### src/rtl/lu_pkg.sv
`default_nettype none
// ============================================================================
//  Module  : lu_pkg
//  Purpose : Shared definitions for the logic-unit accumulator stage:
//            command codes, FSM state encoding and small helper functions
//            used by the write-back path.
//  Ports   : (package - no ports)
//  Rev     : 1.0  initial release
// ============================================================================
package lu_pkg;

  localparam int LU_DW = 8;

  // Command codes. Bits [1:0] of the logic commands are wired straight to
  // the logic unit's select inputs {s1,s0}, so their values are not free.
  localparam logic [2:0] CMD_OR   = 3'b000;
  localparam logic [2:0] CMD_XOR  = 3'b001;
  localparam logic [2:0] CMD_AND  = 3'b010;
  localparam logic [2:0] CMD_NOT  = 3'b011;
  localparam logic [2:0] CMD_LOAD = 3'b100;
  localparam logic [2:0] CMD_CLR  = 3'b101;
  localparam logic [2:0] CMD_READ = 3'b110;
  localparam logic [2:0] CMD_RSVD = 3'b111;

  // Sequencer state encoding.
  localparam logic [1:0] ST_IDLE = 2'd0;
  localparam logic [1:0] ST_EXEC = 2'd1;
  localparam logic [1:0] ST_RESP = 2'd2;

  // Write-back selection around the logic unit. Any command with bit 2
  // clear is a logic operation whose result is already on lu_res.
  function automatic logic [LU_DW-1:0] f_writeback(
    input logic [2:0]       cmd,
    input logic [LU_DW-1:0] lu_res,
    input logic [LU_DW-1:0] data,
    input logic [LU_DW-1:0] acc
  );
    logic [LU_DW-1:0] res;
    res = acc;
    case (cmd)
      CMD_OR, CMD_XOR, CMD_AND, CMD_NOT: res = lu_res;
      CMD_LOAD:                          res = data;
      CMD_CLR:                           res = '0;
      CMD_READ, CMD_RSVD:                res = acc;
      default:                           res = acc;
    endcase
    return res;
  endfunction

  // Odd parity indicator: 1 when the vector holds an odd number of ones.
  function automatic logic f_parity(input logic [LU_DW-1:0] v);
    return ^v;
  endfunction

endpackage : lu_pkg
`default_nettype wire

### src/rtl/logicunit8bit.sv
`default_nettype none
// ============================================================================
//  Module  : logicunit8bit
//  Purpose : Combinational 8-bit logic unit.
//            {s1,s0} = 00 : z = x | y
//                      01 : z = x ^ y
//                      10 : z = x & y
//                      11 : z = ~x      (y ignored)
//  Ports   : x, y   - 8-bit operands
//            s0, s1 - operation select
//            z      - 8-bit result
//  Rev     : 1.0  initial release
// ============================================================================
module logicunit8bit (
  input  logic [7:0] x,
  input  logic [7:0] y,
  input  logic       s0,
  input  logic       s1,
  output logic [7:0] z
);

  always_comb begin
    z = '0;
    case ({s1, s0})
      2'b00:   z = x | y;
      2'b01:   z = x ^ y;
      2'b10:   z = x & y;
      2'b11:   z = ~x;
      default: z = '0;
    endcase
  end

endmodule : logicunit8bit
`default_nettype wire

### src/rtl/logic_acc8.sv
`default_nettype none
// ============================================================================
//  Module  : logic_acc8
//  Purpose : Sequenced accumulator around logicunit8bit. Accepts one
//            command at a time over a valid/ready handshake, applies it to
//            the accumulator (logic ops, LOAD, CLEAR, READ) and returns the
//            new accumulator value with zero/parity flags over a second
//            valid/ready handshake. Three-state sequencer: IDLE -> EXEC ->
//            RESP, so at most one command is in flight.
//  Ports   : clk, rst_n          - clock, async active-low reset
//            in_valid/in_ready   - command handshake
//            in_cmd, in_data     - command code and operand
//            out_valid/out_ready - response handshake
//            out_data            - result (new accumulator value)
//            out_zero            - out_data == 0
//            out_parity          - XOR of out_data bits
//            acc                 - current accumulator
//            op_count            - completed commands, wraps at 256
//  Rev     : 1.0  initial release
// ============================================================================
module logic_acc8
  import lu_pkg::*;
#(
  parameter int DW = 8   // datapath width; the logic unit is 8-bit only
) (
  input  logic          clk,
  input  logic          rst_n,
  input  logic          in_valid,
  output logic          in_ready,
  input  logic [2:0]    in_cmd,
  input  logic [DW-1:0] in_data,
  output logic          out_valid,
  input  logic          out_ready,
  output logic [DW-1:0] out_data,
  output logic          out_zero,
  output logic          out_parity,
  output logic [DW-1:0] acc,
  output logic [7:0]    op_count
);

  // --------------------------------------------------------------------------
  // State and datapath registers
  // --------------------------------------------------------------------------
  logic [1:0]    r_state;
  logic          r_in_ready;
  logic [2:0]    r_cmd_q;
  logic [DW-1:0] r_data_q;
  logic [DW-1:0] r_acc;
  logic [DW-1:0] r_out_data;
  logic          r_out_zero;
  logic          r_out_parity;
  logic          r_out_valid;
  logic [7:0]    r_op_count;

  logic [1:0]    w_state_nxt;
  logic          w_in_fire;
  logic          w_out_fire;
  logic [DW-1:0] w_lu_res;
  logic [DW-1:0] w_wb_res;

  // r_in_ready is only ever set while in IDLE, so it alone qualifies a
  // transfer; commands offered in EXEC/RESP are never seen.
  assign w_in_fire  = in_valid & r_in_ready;
  assign w_out_fire = r_out_valid & out_ready;

  // --------------------------------------------------------------------------
  // Logic unit: x is the accumulator, y the latched operand.
  // --------------------------------------------------------------------------
  logicunit8bit u_lu (
    .x  (r_acc),
    .y  (r_data_q),
    .s0 (r_cmd_q[0]),
    .s1 (r_cmd_q[1]),
    .z  (w_lu_res)
  );

  assign w_wb_res = f_writeback(r_cmd_q, w_lu_res, r_data_q, r_acc);

  // --------------------------------------------------------------------------
  // Next-state logic
  // --------------------------------------------------------------------------
  always_comb begin
    w_state_nxt = r_state;
    case (r_state)
      ST_IDLE: if (w_in_fire)  w_state_nxt = ST_EXEC;
      ST_EXEC:                 w_state_nxt = ST_RESP;
      ST_RESP: if (w_out_fire) w_state_nxt = ST_IDLE;
      default:                 w_state_nxt = ST_IDLE;
    endcase
  end

  // --------------------------------------------------------------------------
  // Sequencer and datapath
  // --------------------------------------------------------------------------
  always_ff @(posedge clk or negedge rst_n) begin
    if (!rst_n) begin
      r_state      <= ST_IDLE;
      r_in_ready   <= 1'b0;
      r_cmd_q      <= '0;
      r_data_q     <= '0;
      r_acc        <= '0;
      r_out_data   <= '0;
      r_out_zero   <= 1'b1;  // consistent with out_data == 0
      r_out_parity <= 1'b0;
      r_out_valid  <= 1'b0;
      r_op_count   <= '0;
    end else begin
      r_state <= w_state_nxt;
      // Registered ready: held low through reset and for the first cycle
      // after release, then tracks "next state is IDLE".
      r_in_ready <= (w_state_nxt == ST_IDLE);

      case (r_state)
        ST_IDLE: begin
          if (w_in_fire) begin
            r_cmd_q  <= in_cmd;
            r_data_q <= in_data;
          end
        end

        ST_EXEC: begin
          r_acc        <= w_wb_res;
          r_out_data   <= w_wb_res;
          // Flags come from the same value that is registered as out_data.
          r_out_zero   <= (w_wb_res == '0);
          r_out_parity <= f_parity(w_wb_res);
          r_out_valid  <= 1'b1;
          r_op_count   <= r_op_count + 8'd1;
        end

        ST_RESP: begin
          if (w_out_fire) begin
            r_out_valid <= 1'b0;
          end
        end

        default: begin
          r_out_valid <= 1'b0;
        end
      endcase
    end
  end

  // --------------------------------------------------------------------------
  // Outputs
  // --------------------------------------------------------------------------
  assign in_ready   = r_in_ready;
  assign out_valid  = r_out_valid;
  assign out_data   = r_out_data;
  assign out_zero   = r_out_zero;
  assign out_parity = r_out_parity;
  assign acc        = r_acc;
  assign op_count   = r_op_count;

endmodule : logic_acc8
`default_nettype wire

### config.mk
export PLATFORM = sky130hd
export DESIGN_NAME = logic_acc8
export DESIGN_NICKNAME = d
export VERILOG_FILES = /design/src/rtl/lu_pkg.sv /design/src/rtl/logicunit8bit.sv /design/src/rtl/logic_acc8.sv
export SDC_FILE = /design/constraint.sdc
export NUM_CORES = 1
export LEC_CHECK = 0
export CORE_UTILIZATION = 30
export CTS_BUF_LIST = sky130_fd_sc_hd__clkbuf_16
export CTS_CLUSTER_SIZE = 28
export DETAILED_ROUTE_END_ITERATION = 10
export GPL_ROUTABILITY_DRIVEN = 0
export GPL_TIMING_DRIVEN = 0
export PLACE_DENSITY_LB_ADDON = 0.25
export SETUP_SLACK_MARGIN = 0.02
export SKIP_CTS_REPAIR_TIMING = 1
export SLEW_MARGIN = 10
export SYNTH_ARGS = -nofsm -noshare
export SYNTH_HDL_FRONTEND = slang
export SYNTH_SLANG_ARGS = --single-unit
### constraint.sdc
create_clock -name clk -period 4.7 [get_ports clk]
set_input_delay 0.94 -clock clk [delete_from_list [all_inputs] [get_ports clk]]
set_output_delay 0.94 -clock clk [all_outputs]
set_load 0.03 [all_outputs]
# == Yosys cells after proc, flatten, opt, wreduce, memory -nomap -nowiden ==
# Cells that the tools add are included.
# op_classes
eq_ne,13
n_addsub,1
n_bitwise,7
reduce_logical,10
mux,7
# op_table
cell,count
8-bit one-hot mux with 4 select lines,2
"3-bit == test, second input constant",4
"8-bit by 1-bit adder with 8-bit output, second input constant",1
8-bit bitwise AND,1
8-bit logical NOT,1
8-bit inverter,1
8-bit OR,1
8-bit parity,1
8-bit bitwise XOR,1
"2-bit == test, second input constant",3
"3-bit by 2-bit == test with 1-bit output, second input constant",2
2-bit logical NOT,3
2-bit one-hot mux with 3 select lines,1
"2-bit by 1-bit == test with 1-bit output, second input constant",2
2-bit 2-to-1 mux,2
2-bit AND reduction,2
4-bit OR reduction,1
"3-bit by 1-bit == test with 1-bit output, second input constant",1
3-bit logical NOT,1
1-bit one-hot mux with 3 select lines,1
1-bit bitwise AND,2
"2-bit != test, second input constant",1
2-bit OR reduction,1
1-bit 2-to-1 mux,1
1-bit inverter,1
# totals
input_bits,15
regBits,33

# == Longest topological paths before layout ==
# Gate-level depths: netlist of the first run.
# logic_depth
ltp_word,4
ltp_mapped,10
ltp_nobuf,10

# == By module ==
# From an unflattened synthesis of the first run, not the netlist that was laid out.
# hier_totals
hier_cells,190
hier_area_um2,2130.8
# by_module_without_submodules
module,seq_area_each_um2,area_per_inst_um2,n_inst,cells_per_inst
logic_acc8,827.0,1637.8,1,140
logicunit8bit,0.0,493.0,1,50

# == Least setup slack after synthesis of the first run ==
# OpenSTA, ideal clock, no wires.
# synth_path
path_kind,reg-to-reg
from,register out_data[1] (netlist name)
to,register r_out_parity (netlist: out_parity)
path_stages_with_launch,10
n_path_buf,0
required_time_ns,4.572
arrival_time_ns,2.031
setup_slack_ns,2.540
path_cell_list,dfrtp_1 inv_1 ha_1 a211oi_1 a21oi_1 o21ai_0 ha_1 xnor2_1 xnor2_1 o21ai_0
# synth_lines
item,line,source
end signal: assignment,logic_acc8.sv:126,r_out_parity <= f_parity(w_wb_res);
end: declaration,logic_acc8.sv:51,logic r_out_parity;

# == Worst setup path in the final report of the first run ==
# layout_path
from,register r_out_data[4] (netlist: out_data[4])
to,output out_data[4]
# layout_lines
item,line,source
start: declaration,logic_acc8.sv:49,logic [DW-1:0] r_out_data;
start signal: assignment,logic_acc8.sv:123,r_out_data <= w_wb_res;
end: declaration,logic_acc8.sv:34,"output logic [DW-1:0] out_data,"
# No word-level cell between the ends.

==> results by group, run 1 <==
Outcome
  – Status: complete, no violations

Global route
  – Initial antenna violation count: 0
  – First-pass GRT wire length: 8.63 mm
  – Gr ovfl total: 0
  – Largest net degree at the start of global routing: 34
  – Vias in the first global route: 1,704
  – Total GRT Usage: 15.3%

STA
  – Max-slew violations: 0
  – Worst slew pin tran: 0.758 ns
  – Relative slew slack: 49.5%
  – # setup viols final: 0
  – Total Neg Setup Slack: 0 ns
  – Fin crit period: 2.49 ns
  – Final Hold Fails: 0
  – WHS: 0.473 ns
  – Setup Skew: 0.00520 ns
  – Final worst path period share: 52.9%
  – Fmax: 0.402 GHz
  – RSZ-0062 raised after global routing: no

Worst hold path
  – Hold crit path type: reg2reg

CTS
  – Clk pin slew, worst setup/hold paths: 0.06 ns
  – Num CTS Buffers: 5
  – CTS Sinks: 33
  – CTS tree: yes
  – CTS Root Buffer Type: clkbuf_16
  – Worst-skew pair later-pin latency: 0.28 ns
  – Bufs on Longest Clock Path: 2
  – H-tree Lvls: 2

Floorplanning
  – IO Pins: 43
  – Chip width: 85.3 um
  – Die ar.: 7270 sq um
  – Num rows: 29
  – Initial Utilization: 31.9%
  – Placeable Area: 6530 sq um
  – Die H: 85.3 um

Detailed routing
  – WL/cell: 14.4 um
  – Drc violations: 0
  – Vias: 1,762
  – Vias/cell: 4.98
  – Final wirelength: 5.10 mm
  – DRT antenna net count: 0
  – First-pass DRT Iterations: 4
  – Starting DRT DRC Count: 73

Yosys
  – Netlist Area Pre-Place: 2080 sq um
  – Synth Instances: 227
  – Syn Nets: 263
  – #FFs+latches synth: 33
  – Sequential area share after synthesis: 39.7%
  – Number of library cell types mapped by synthesis: 33
  – Synth Warn #: 0
  – Syn_area_per_cell: 9.17 sq um

Worst setup path
  – Critical Path RT: 3.76 ns
  – Crit Path Max Fanout: 7
  – Slowest-stage cell, CP: clkdlybuf4s50_1
  – CP max stage delay: 0.65 ns
  – CP Launch Type: flip-flop
  – Nature of the critical path endpoint: output port
  – Critical-path cell list: buf_4, clkdlybuf4s50_1
  – Crit path DAT: 1.55 ns
  – Crit Path Category: reg2out

Power and ir drop
  – PD cells: 261 nW/um^2
  – Cell Int Power: 597 uW
  – Max VDD drop: 0.142 mV
  – Combinational share of power: 2.4%
  – Pleak: 0.00127 uW
  – Switching Fraction: 17.8%
  – Sequential power share: 39.2%
  – Clock power share: 58.5%
  – Net switching power: 129 uW

Finish
  – Nets: 312
  – Filler Cell Count: 662
  – Ant diodes: 0
  – Most common cell after layout, fill and taps aside: nand2_1
  – Storage element area: 827 sq um
  – Most frequent cells in the layout: 42 x nand2_1, 41 x clkdlybuf4s50_1, 32 x dfrtp_1
  – Post-route insts no fill: 354
  – Multi-input gate area: 1050 sq um
  – Area Overhead vs Synth: 33.7%
  – Layout cells sized above 1: 11.9%

Placed design
  – Port Buf Inserts: 42
  – Placed wire-length estimate: 3.52 mm
  – Placed insts: 346

Flow run
  – Max-Cap Viols: 0
## area by class of cell
| class | instances | share of cell area [%] |
|---|---|---|
| clock inverters | 3 | 2.34 |
| clock buffers | 5 | 4.50 |
| well taps | 77 | 3.46 |
| plain buffers | 21 | 4.99 |
| multi-input cells | 157 | 37.9 |
| inverters | 16 | 2.16 |
| flip-flops and latches | 33 | 29.7 |
| repair buffers | 42 | 14.9 |
## cell usage after synthesis
| cell type | instances | share of area [%] |
|---|---|---|
| nand2_1 | 42 | 7.6 |
| dfrtp_1 | 32 | 38 |
| ha_1 | 21 | 13 |
| o21ai_0 | 17 | 4.1 |
| inv_1 | 16 | 2.9 |
| nor2_1 | 11 | 2.0 |
| buf_4 | 10 | 3.6 |
| o21ai_1 | 10 | 2.4 |
| xnor2_1 | 10 | 4.2 |
| a21oi_1 | 8 | 1.9 |
| a221o_1 | 7 | 3.4 |
| buf_2 | 6 | 1.4 |
| nand4_1 | 4 | 1.2 |
| o311a_1 | 4 | 1.9 |
| a22oi_1 | 3 | 1.1 |
| mux2_2 | 3 | 1.6 |
| a2111oi_0 | 2 | 0.84 |
| a211oi_1 | 2 | 0.72 |
| and3_1 | 2 | 0.60 |
| buf_6 | 2 | 1.1 |
| clkbuf_1 | 2 | 0.36 |
| nor2b_1 | 2 | 0.60 |
| a2111oi_2 | 1 | 0.72 |
| a211oi_2 | 1 | 0.60 |
| a222oi_1 | 1 | 0.48 |
| and4b_1 | 1 | 0.48 |
| buf_1 | 1 | 0.18 |
| dfstp_2 | 1 | 1.3 |
| nand2b_1 | 1 | 0.30 |
| nand3b_1 | 1 | 0.36 |
| nor3_1 | 1 | 0.24 |
| o21a_1 | 1 | 0.36 |
| o31ai_1 | 1 | 0.36 |
## kinds of logic (layout without fill, tap and decap cells)
kind of cell             count (synthesis)  count (layout)  share of synthesized area, %
AO/OA/AOI/OAI                           58              58                          18.9
XOR/XNOR                                10              10                          4.21
buffers and inverters                   37              87                          9.56
multiplexers                             3               3                          1.62
AND/OR/NAND/NOR                         65              65                          13.3
adder cells (fa/ha/maj)                 21              21                          12.6
flip-flops                              33              33                          39.7
## power by group through the flow
stage          Sequential [uW]  Combinational [uW]  Clock, uW
3_5_place_dp               289                17.8          0
3_3_place_gp               289                18.2          0
2_1_floorplan              289               0.303          0
6_report                   284                17.1        424
5_1_grt                    284                19.4        447
4_1_cts                    284                17.9        429
## state kept, by name, summed over array words and instances (netlist names)
signal and flops:
out_data 8, out_valid 1, r_data_q 8, r_cmd_q 3
in_ready 1, r_state 2, op_count 8, out_parity 1
out_zero 1
## routing by layer
| metal | GRT usage [%] | wire length [um] | up-vias |
|---|---|---|---|
| met5 | 0 | 0 | - |
| met4 | 4.09 | 48 | 0 |
| met3 | 3.70 | 266 | 6 |
| met2 | 23.3 | 2360 | 41 |
| met1 | 21.6 | 2430 | 835 |
| li1 | - | - | 880 |
## worst max-delay path: cells and delay by family (launching register included)
family / cells / cell delay [ns]
buf+inv: 2 / 0.80
flops: 1 / 0.47
## metrics by stage
step / worst slack [ns] / util (%) / cell area [sq um] / total power, uW
after floorplan: 2.54 / - / 2080 / 290
after global routing: 2.15 / 42.6 / 2780 / 750
final: 2.21 / 42.6 / 2780 / 726
after detailed placement: 2.13 / 39.7 / 2590 / 307
after global placement: 1.91 / 39.8 / 2600 / 308
after CTS: 2.21 / 42.6 / 2780 / 731
## final timing paths
path / from / endpoint / slack, ns / cells past startpoint
worst max-delay path: out_data[4] / out_data[4] / 2.21 / 2
worst min-delay path: op_count[7] / op_count[7] / 0.47 / 1
worst max register to register: out_data[0] / out_parity / 2.46 / 9
worst min register to register: op_count[7] / op_count[7] / 0.47 / 1
max in group asynchronous: rst_n / r_data_q[6] / 3.48 / 1
min in group asynchronous: rst_n / out_data[6] / 0.73 / 1
(Power assumes the default switching activity.)
==> run 2: changes to the inputs <==
clock period = 2.4 ns   (was 4.7 ns; I/O delays follow)
==> results by group, run 2 (same netlist as run 1, synthesis figures left out) <==
Power and ir drop
  – Net switching power: 253 uW
  – Clock power share: 58.5%
  – Combinational share of power: 2.4%
  – Cell Int Power: 1170 uW
  – PD cells: 509 nW/um^2
  – Pleak: 0.00128 uW
  – Switching Fraction: 17.8%
  – Max VDD drop: 0.279 mV
  – Total power: 1420 uW
  – Sequential power share: 39.2%

Placed design
  – Placed wire-length estimate: 3.52 mm
  – Place WS: 0.164 ns
  – DP Area: 2590 sq um
  – Port Buf Inserts: 42

CTS
  – Worst-skew pair later-pin latency: 0.28 ns
  – CTS Root Buffer Type: clkbuf_16
  – Bufs on Longest Clock Path: 2
  – H-tree Lvls: 2
  – CTS Sinks: 33
  – CTS tree: yes
  – Num CTS Buffers: 5
  – Clk pin slew, worst setup/hold paths: 0.05 ns

STA
  – Final Hold Fails: 0
  – RSZ-0062 raised after global routing: no
  – Max-slew violations: 0
  – Worst setup margin: 0.191 ns
  – Worst slew pin tran: 0.752 ns
  – # setup viols final: 0
  – Fmax: 0.453 GHz
  – Setup Skew: 0.00511 ns
  – Relative slew slack: 49.9%
  – Total Neg Setup Slack: 0 ns
  – Final worst path period share: 92.1%
  – Fin crit period: 2.21 ns

Floorplanning
  – Chip width: 85.3 um
  – Initial Utilization: 31.9%
  – Placeable Area: 6530 sq um
  – Num rows: 29
  – Die ar.: 7270 sq um
  – IO Pins: 43
  – Die H: 85.3 um

Detailed routing
  – Final wirelength: 5.12 mm
  – WL/cell: 14.4 um
  – Starting DRT DRC Count: 79
  – DRT antenna net count: 0
  – Drc violations: 0
  – Vias: 1,768
  – Vias/cell: 4.98
  – First-pass DRT Iterations: 4

Finish
  – Layout cells sized above 1: 12.9%
  – Filler Cell Count: 660
  – Final core occ: 42.8%
  – Final instance area: 2790 sq um
  – Most frequent cells in the layout: 42 x nand2_1, 41 x clkdlybuf4s50_1, 30 x dfrtp_1
  – Area Overhead vs Synth: 34.2%
  – Nets: 313
  – Most common cell after layout, fill and taps aside: nand2_1
  – Ant diodes: 0

Flow run
  – Max-Cap Viols: 0

Worst setup path
  – Crit path DAT: 2.36 ns
  – CP max stage delay: 0.45 ns
  – Nature of the critical path endpoint: flip-flop
  – Critical Path RT: 2.55 ns
  – Crit Path Category: reg2reg
  – CP Launch Type: flip-flop
  – Slowest-stage cell, CP: dfrtp_1
  – Crit Path Max Fanout: 7
  – Critical-path cell list: inv_1, ha_1, a211oi_1, a21oi_1, o21ai_0, ha_1, xnor2_1, xnor2_1, o21ai_0

Global route
  – Initial antenna violation count: 0
  – Gr ovfl total: 0
  – First-pass GRT wire length: 8.63 mm
  – Total GRT Usage: 15.3%
  – Vias in the first global route: 1,704
  – Largest net degree at the start of global routing: 34

Worst hold path
  – Hold crit path type: in2async

Outcome
  – Status: complete, no violations
==> run 2: cell types whose count changed in the layout (fill, tap and decap cells not counted), sizes merged <==
cell  before  now
buf       20   21
==> run 2: power by group through the flow <==
stage / clock (uW) / combinational, uW / sequential (uW)
floorplan: 0 / 0.593 / 567
global placement: 0 / 35.6 / 567
detailed placement: 0 / 34.8 / 567
CTS: 840 / 35.0 / 557
global route: 874 / 38.0 / 556
finish: 831 / 33.4 / 557
==> run 2: path summary, 6_finish.rpt <==
| path | from | to | slack, ns | cells after the start |
|---|---|---|---|---|
| max | out_data[3] | out_parity | 0.19 | 9 |
| min | rst_n | out_data[6] | 0.27 | 1 |
| max reg2reg | out_data[3] | out_parity | 0.19 | 9 |
| min reg2reg | op_count[7] | op_count[7] | 0.47 | 1 |
| max in group asynchronous | rst_n | out_data[0] | 1.60 | 1 |
| min in group clk | op_count[7] | op_count[7] | 0.47 | 1 |
==> run 2: cell type report <==
class | count | area (sq um) | share of cell area [%]
multi-input cells | 157 | 1050 | 37.8
flip-flops and latches | 33 | 830 | 29.7
repair buffers | 43 | 423 | 15.1
plain buffers | 21 | 139 | 4.97
clock buffers | 5 | 125 | 4.48
well taps | 77 | 96.3 | 3.45
clock inverters | 3 | 65.1 | 2.33
inverters | 16 | 60.1 | 2.15
==> run 2: stage by stage <==
step	hold slack (ns)	cells
floorplan	0.184	227
global placement	0.465	346
detailed placement	0.468	346
CTS	0.315	354
global route	0.348	355
finish	0.271	355
==> run 2: routing by layer <==
metal	vias to the layer above	routed length [um]	track usage [%]
li1	882	-	-
met1	843	2470	21.6
met2	37	2370	23.3
met3	6	226	3.70
met4	0	48	4.09
met5	-	0	0
==> run 2: critical path: cells and delay by family (launching register included) <==
kind	cells	cell delay, ns
AOI/OAI and AO/OA	4	0.64
DFF	1	0.45
buffers and inverters	1	0.07
adders and majority gates	2	0.57
xor gates and xnor gates	2	0.35
==> run 3: changes to the inputs <==
CORE_UTILIZATION = 51   (was 30)
CTS_CLUSTER_DIAMETER = 30   (was unset)
clock period = 2.1 ns   (was 2.4 ns; I/O delays follow)
==> results by group, run 3 (same netlist as run 1, synthesis figures left out) <==
Outcome
  – Status: finished with violations
  – Failing checks: negative setup slack

Power and ir drop
  – PD cells: 530 nW/um^2
  – Total power: 1490 uW
  – Max VDD drop: 0.421 mV
  – Pleak: 0.00129 uW

Floorplanning
  – Initial Utilization: 54.8%
  – Placeable Area: 3800 sq um
  – Num rows: 22
  – Chip width: 65.9 um
  – IO Pins: 43
  – Die H: 65.9 um
  – Die ar.: 4340 sq um

Detailed routing
  – Vias/cell: 5.87
  – Starting DRT DRC Count: 244
  – DRT antenna net count: 0
  – Final wirelength: 5.38 mm
  – First-pass DRT Iterations: 5
  – Drc violations: 0
  – Vias: 1,944
  – WL/cell: 16.3 um

STA
  – Worst slew pin tran: 0.732 ns
  – Fin crit period: 2.22 ns
  – Fmax: 0.451 GHz
  – Setup Skew: 0.00253 ns
  – Max-slew violations: 0
  – Relative slew slack: 51.2%
  – Final Hold Fails: 0
  – Worst setup margin: -0.115 ns
  – Final worst path period share: 105%
  – RSZ-0062 raised after global routing: yes
  – # setup viols final: 1

Worst setup path
  – Nature of the critical path endpoint: flip-flop
  – Critical Path RT: 2.26 ns
  – Crit Path Category: reg2reg
  – CP Launch Type: flip-flop
  – Crit Path Max Fanout: 7
  – Crit path DAT: 2.37 ns

Finish
  – Post-route insts no fill: 331
  – Final core occ: 74.2%
  – Area Overhead vs Synth: 35.5%
  – Ant diodes: 0
  – Final instance area: 2820 sq um
  – Layout cells sized above 1: 19.4%
  – Most frequent cells in the layout: 41 x nand2_1, 41 x clkdlybuf4s50_1, 25 x dfrtp_1
  – Nets: 318

Global route
  – Vias in the first global route: 1,830
  – Initial antenna violation count: 0
  – Largest net degree at the start of global routing: 34
  – First-pass GRT wire length: 8.56 mm
  – Gr ovfl total: 0
  – Total GRT Usage: 26.3%

Flow run
  – Max-Cap Viols: 0

CTS
  – Num CTS Buffers: 5
  – H-tree Lvls: 2
  – Worst-skew pair later-pin latency: 0.28 ns
  – CTS tree: yes
  – CTS Sinks: 33
  – CTS Root Buffer Type: clkbuf_16
  – Bufs on Longest Clock Path: 2
  – Clk pin slew, worst setup/hold paths: 0.05 ns

Placed design
  – Placed wire-length estimate: 3.41 mm
  – Place WS: -0.209 ns
  – Placed insts: 317
  – DP Area: 2560 sq um
  – Port Buf Inserts: 42

Worst hold path
  – Hold crit path type: in2async
[run 3: cell count changes in the layout (fill, tap and decap cells not counted), sizes merged]
cell	delta
buf	+3
inv	+1
clkbuf	+2
bufinv	-1
[run 3: final cells by class]
class                      instances  area [sq um]
buffer                            21           144
clock buffer                       5           125
sequential                        33           836
multi-input combinational        157          1090
fill                             280           978
inverter                          16          60.1
tap                               48          60.1
clock inverter                     3          37.5
timing repair buffer              48           464
[run 3: stage by stage]
| step | setup TNS, ns | hold WS (ns) |
|---|---|---|
| after floorplan | 0 | 0.124 |
| after global placement | -2.67 | 0.460 |
| after detailed placement | -0.209 | 0.483 |
| after CTS | -0.206 | 0.232 |
| after global routing | -0.178 | 0.261 |
| final | -0.115 | 0.199 |
[run 3: final timing paths]
kind	slack [ns]	from	cells past startpoint	to
hold / removal	0.20	rst_n	1	op_count[4]
setup reg to reg	-0.12	out_data[5]	9	out_parity
min in group clk	0.48	op_count[7]	1	op_count[7]
max in group asynchronous	1.38	rst_n	1	out_data[4]
setup / recovery	-0.12	out_data[5]	9	out_parity
hold reg to reg	0.48	op_count[7]	1	op_count[7]
[run 3: power breakdown]
group          total [uW]  internal, uW  switching [uW]  leakage [uW]
registers             636           636               0      0.000399
logic                37.5          22.0            15.5      0.000812
clock network         821           551             270     0.0000826
total                1490          1210             285       0.00129
[run 3: routing by layer]
layer,track usage [%],wire [um]
met5,0,0
met2,41.8,2630
met1,32.0,2230
met3,6.03,348
met4,16.0,165
[run 3: worst max-delay path, stage by stage (launching register included)]
cell      delay, ns
dfrtp_2        0.42
inv_1          0.06
ha_1           0.30
a211oi_2       0.28
a21oi_1        0.07
o21ai_1        0.21
ha_1           0.30
xnor2_2        0.15
xnor2_1        0.21
o21ai_1        0.10
==> patch, RTL diff (flow settings as in run 1) <==
Put one more register stage on the output `op_count`, cleared by the reset. The value now appears one clock later. The other outputs are not delayed to match.
--- a/src/rtl/logic_acc8.sv
+++ b/src/rtl/logic_acc8.sv
@@ -150,7 +150,13 @@
   assign out_zero   = r_out_zero;
   assign out_parity = r_out_parity;
   assign acc        = r_acc;
-  assign op_count   = r_op_count;
+  always_ff @(posedge clk or negedge rst_n) begin
+    if (!rst_n) begin
+      op_count <= '0;
+    end else begin
+      op_count <= r_op_count;
+    end
+  end
 
 endmodule : logic_acc8
 `default_nettype wire
Function: changed (Yosys sat finds a counterexample within 4 cycles, from zero or initial values and one cycle with rst_n low).
==> patch against run 1 <==
  * Combinational power grew 19%
  * Via count grew 3.6%
  * Sequential power grew 24%
  * Register-to-register slack gained 20 ps
  * Die area grew 9.4%
  * Setup slack lost 20 ps
  * Fmax shrank 0.78%
  * Sequential cell count grew 8
  * Non-clock buffer count grew 1
  * Design area grew 8.2%
  * Global-route usage shrank 0.94 points
  * Synthesized area grew 9.6%
  * Total power grew 6.3%
  * Critical endpoint unchanged
  * Routed wire length grew 1.3%
==> patch: results (changes against run 1) <==
metric;value;unit;change
outcome;finished clean;;unchanged
relative slew slack;0.592;;was 0.495
Buffers excl. clock;64;;was 63
Pleak;1.38;nW;was 1.27 nW
placed cell area;2840;um^2;was 2590 um^2
final WL;5170;um;was 5100 um
WHS Path Cells;0;;was 1
ranking of synthesized cells by area;dfrtp_1 (44%), ha_1 (12%), nand2_1 (6.9%);;was dfrtp_1 (38%), ha_1 (13%), nand2_1 (7.6%)
global-route wire length before repair;8380;um;was 8630 um
Non-Filler Instances;385;;was 354
xor/xnor share of the synthesized area;0.0384;;was 0.0421
Pint;616;uW;was 597 uW
VDD IR max;123;uV;was 142 uV
Setup Skew;5.36;ps;was 5.20 ps
gr usage total;0.143;;was 0.153
Compound-Gate Fraction of Synth Area;0.172;;was 0.189
power of the sequential group;353;uW;was 284 uW
Worst EP arrival;1570;ps;was 1550 ps
detailed placer's ending HPWL;3570;um;was 3520 um
Fillers;750;;was 662
clock network share of area;0.0569;;was 0.0683
commonest cells in the netlist;nand2_1 (42), dfrtp_1 (40), ha_1 (21);;was nand2_1 (42), dfrtp_1 (32), ha_1 (21)
Power, Total;772;uW;was 726 uW
Avg Vias per Cell;4.74;;was 4.98
fraction of area in registers;0.341;;was 0.297
syn_nets;271;;was 263
vias in the first global route;1685;;was 1,704
post-synthesis sequential area ratio;0.450;;was 0.397
CTS Sinks;41;;was 33
Logic pwr share;0.026;;was 0.024
adder-cell area share of the yosys netlist;0.115;;was 0.126
multiplexer share of the synthesized area;0.0148;;was 0.0162
## patch: changes by cell type after synthesis
| cell | run 1 | this run |
|---|---|---|
| dfrtp_1 | 32 | 40 |
## patch: layer usage
metal / part of all wire / vias up / GRT usage
met5: 0 / - / 0
met2: 0.46 / 51 / 0.230
met1: 0.48 / 865 / 0.190
li1: - / 907 / -
met3: 0.051 / 2 / 0.0388
met4: 0.0052 / 0 / 0.0390
## patch: per-stage QoR
stage	worst slack [ps]	util
6_report	2190	0.413
5_1_grt	2140	0.413
4_1_cts	2190	0.413
3_5_place_dp	2130	0.389
3_3_place_gp	1570	0.387
2_1_floorplan	2540	-
## patch: worst paths after layout
| check | start | to | slack, ps |
|---|---|---|---|
| worst max-delay path | out_data[4] | out_data[4] | 2190 |
| worst min-delay path | r_op_count[7] | op_count[7] | 400 |
| worst max register to register | out_data[3] | out_parity | 2480 |
| worst min register to register | r_op_count[7] | op_count[7] | 400 |
| max in group asynchronous | rst_n | out_zero | 3620 |
| min in group asynchronous | rst_n | out_parity | 550 |
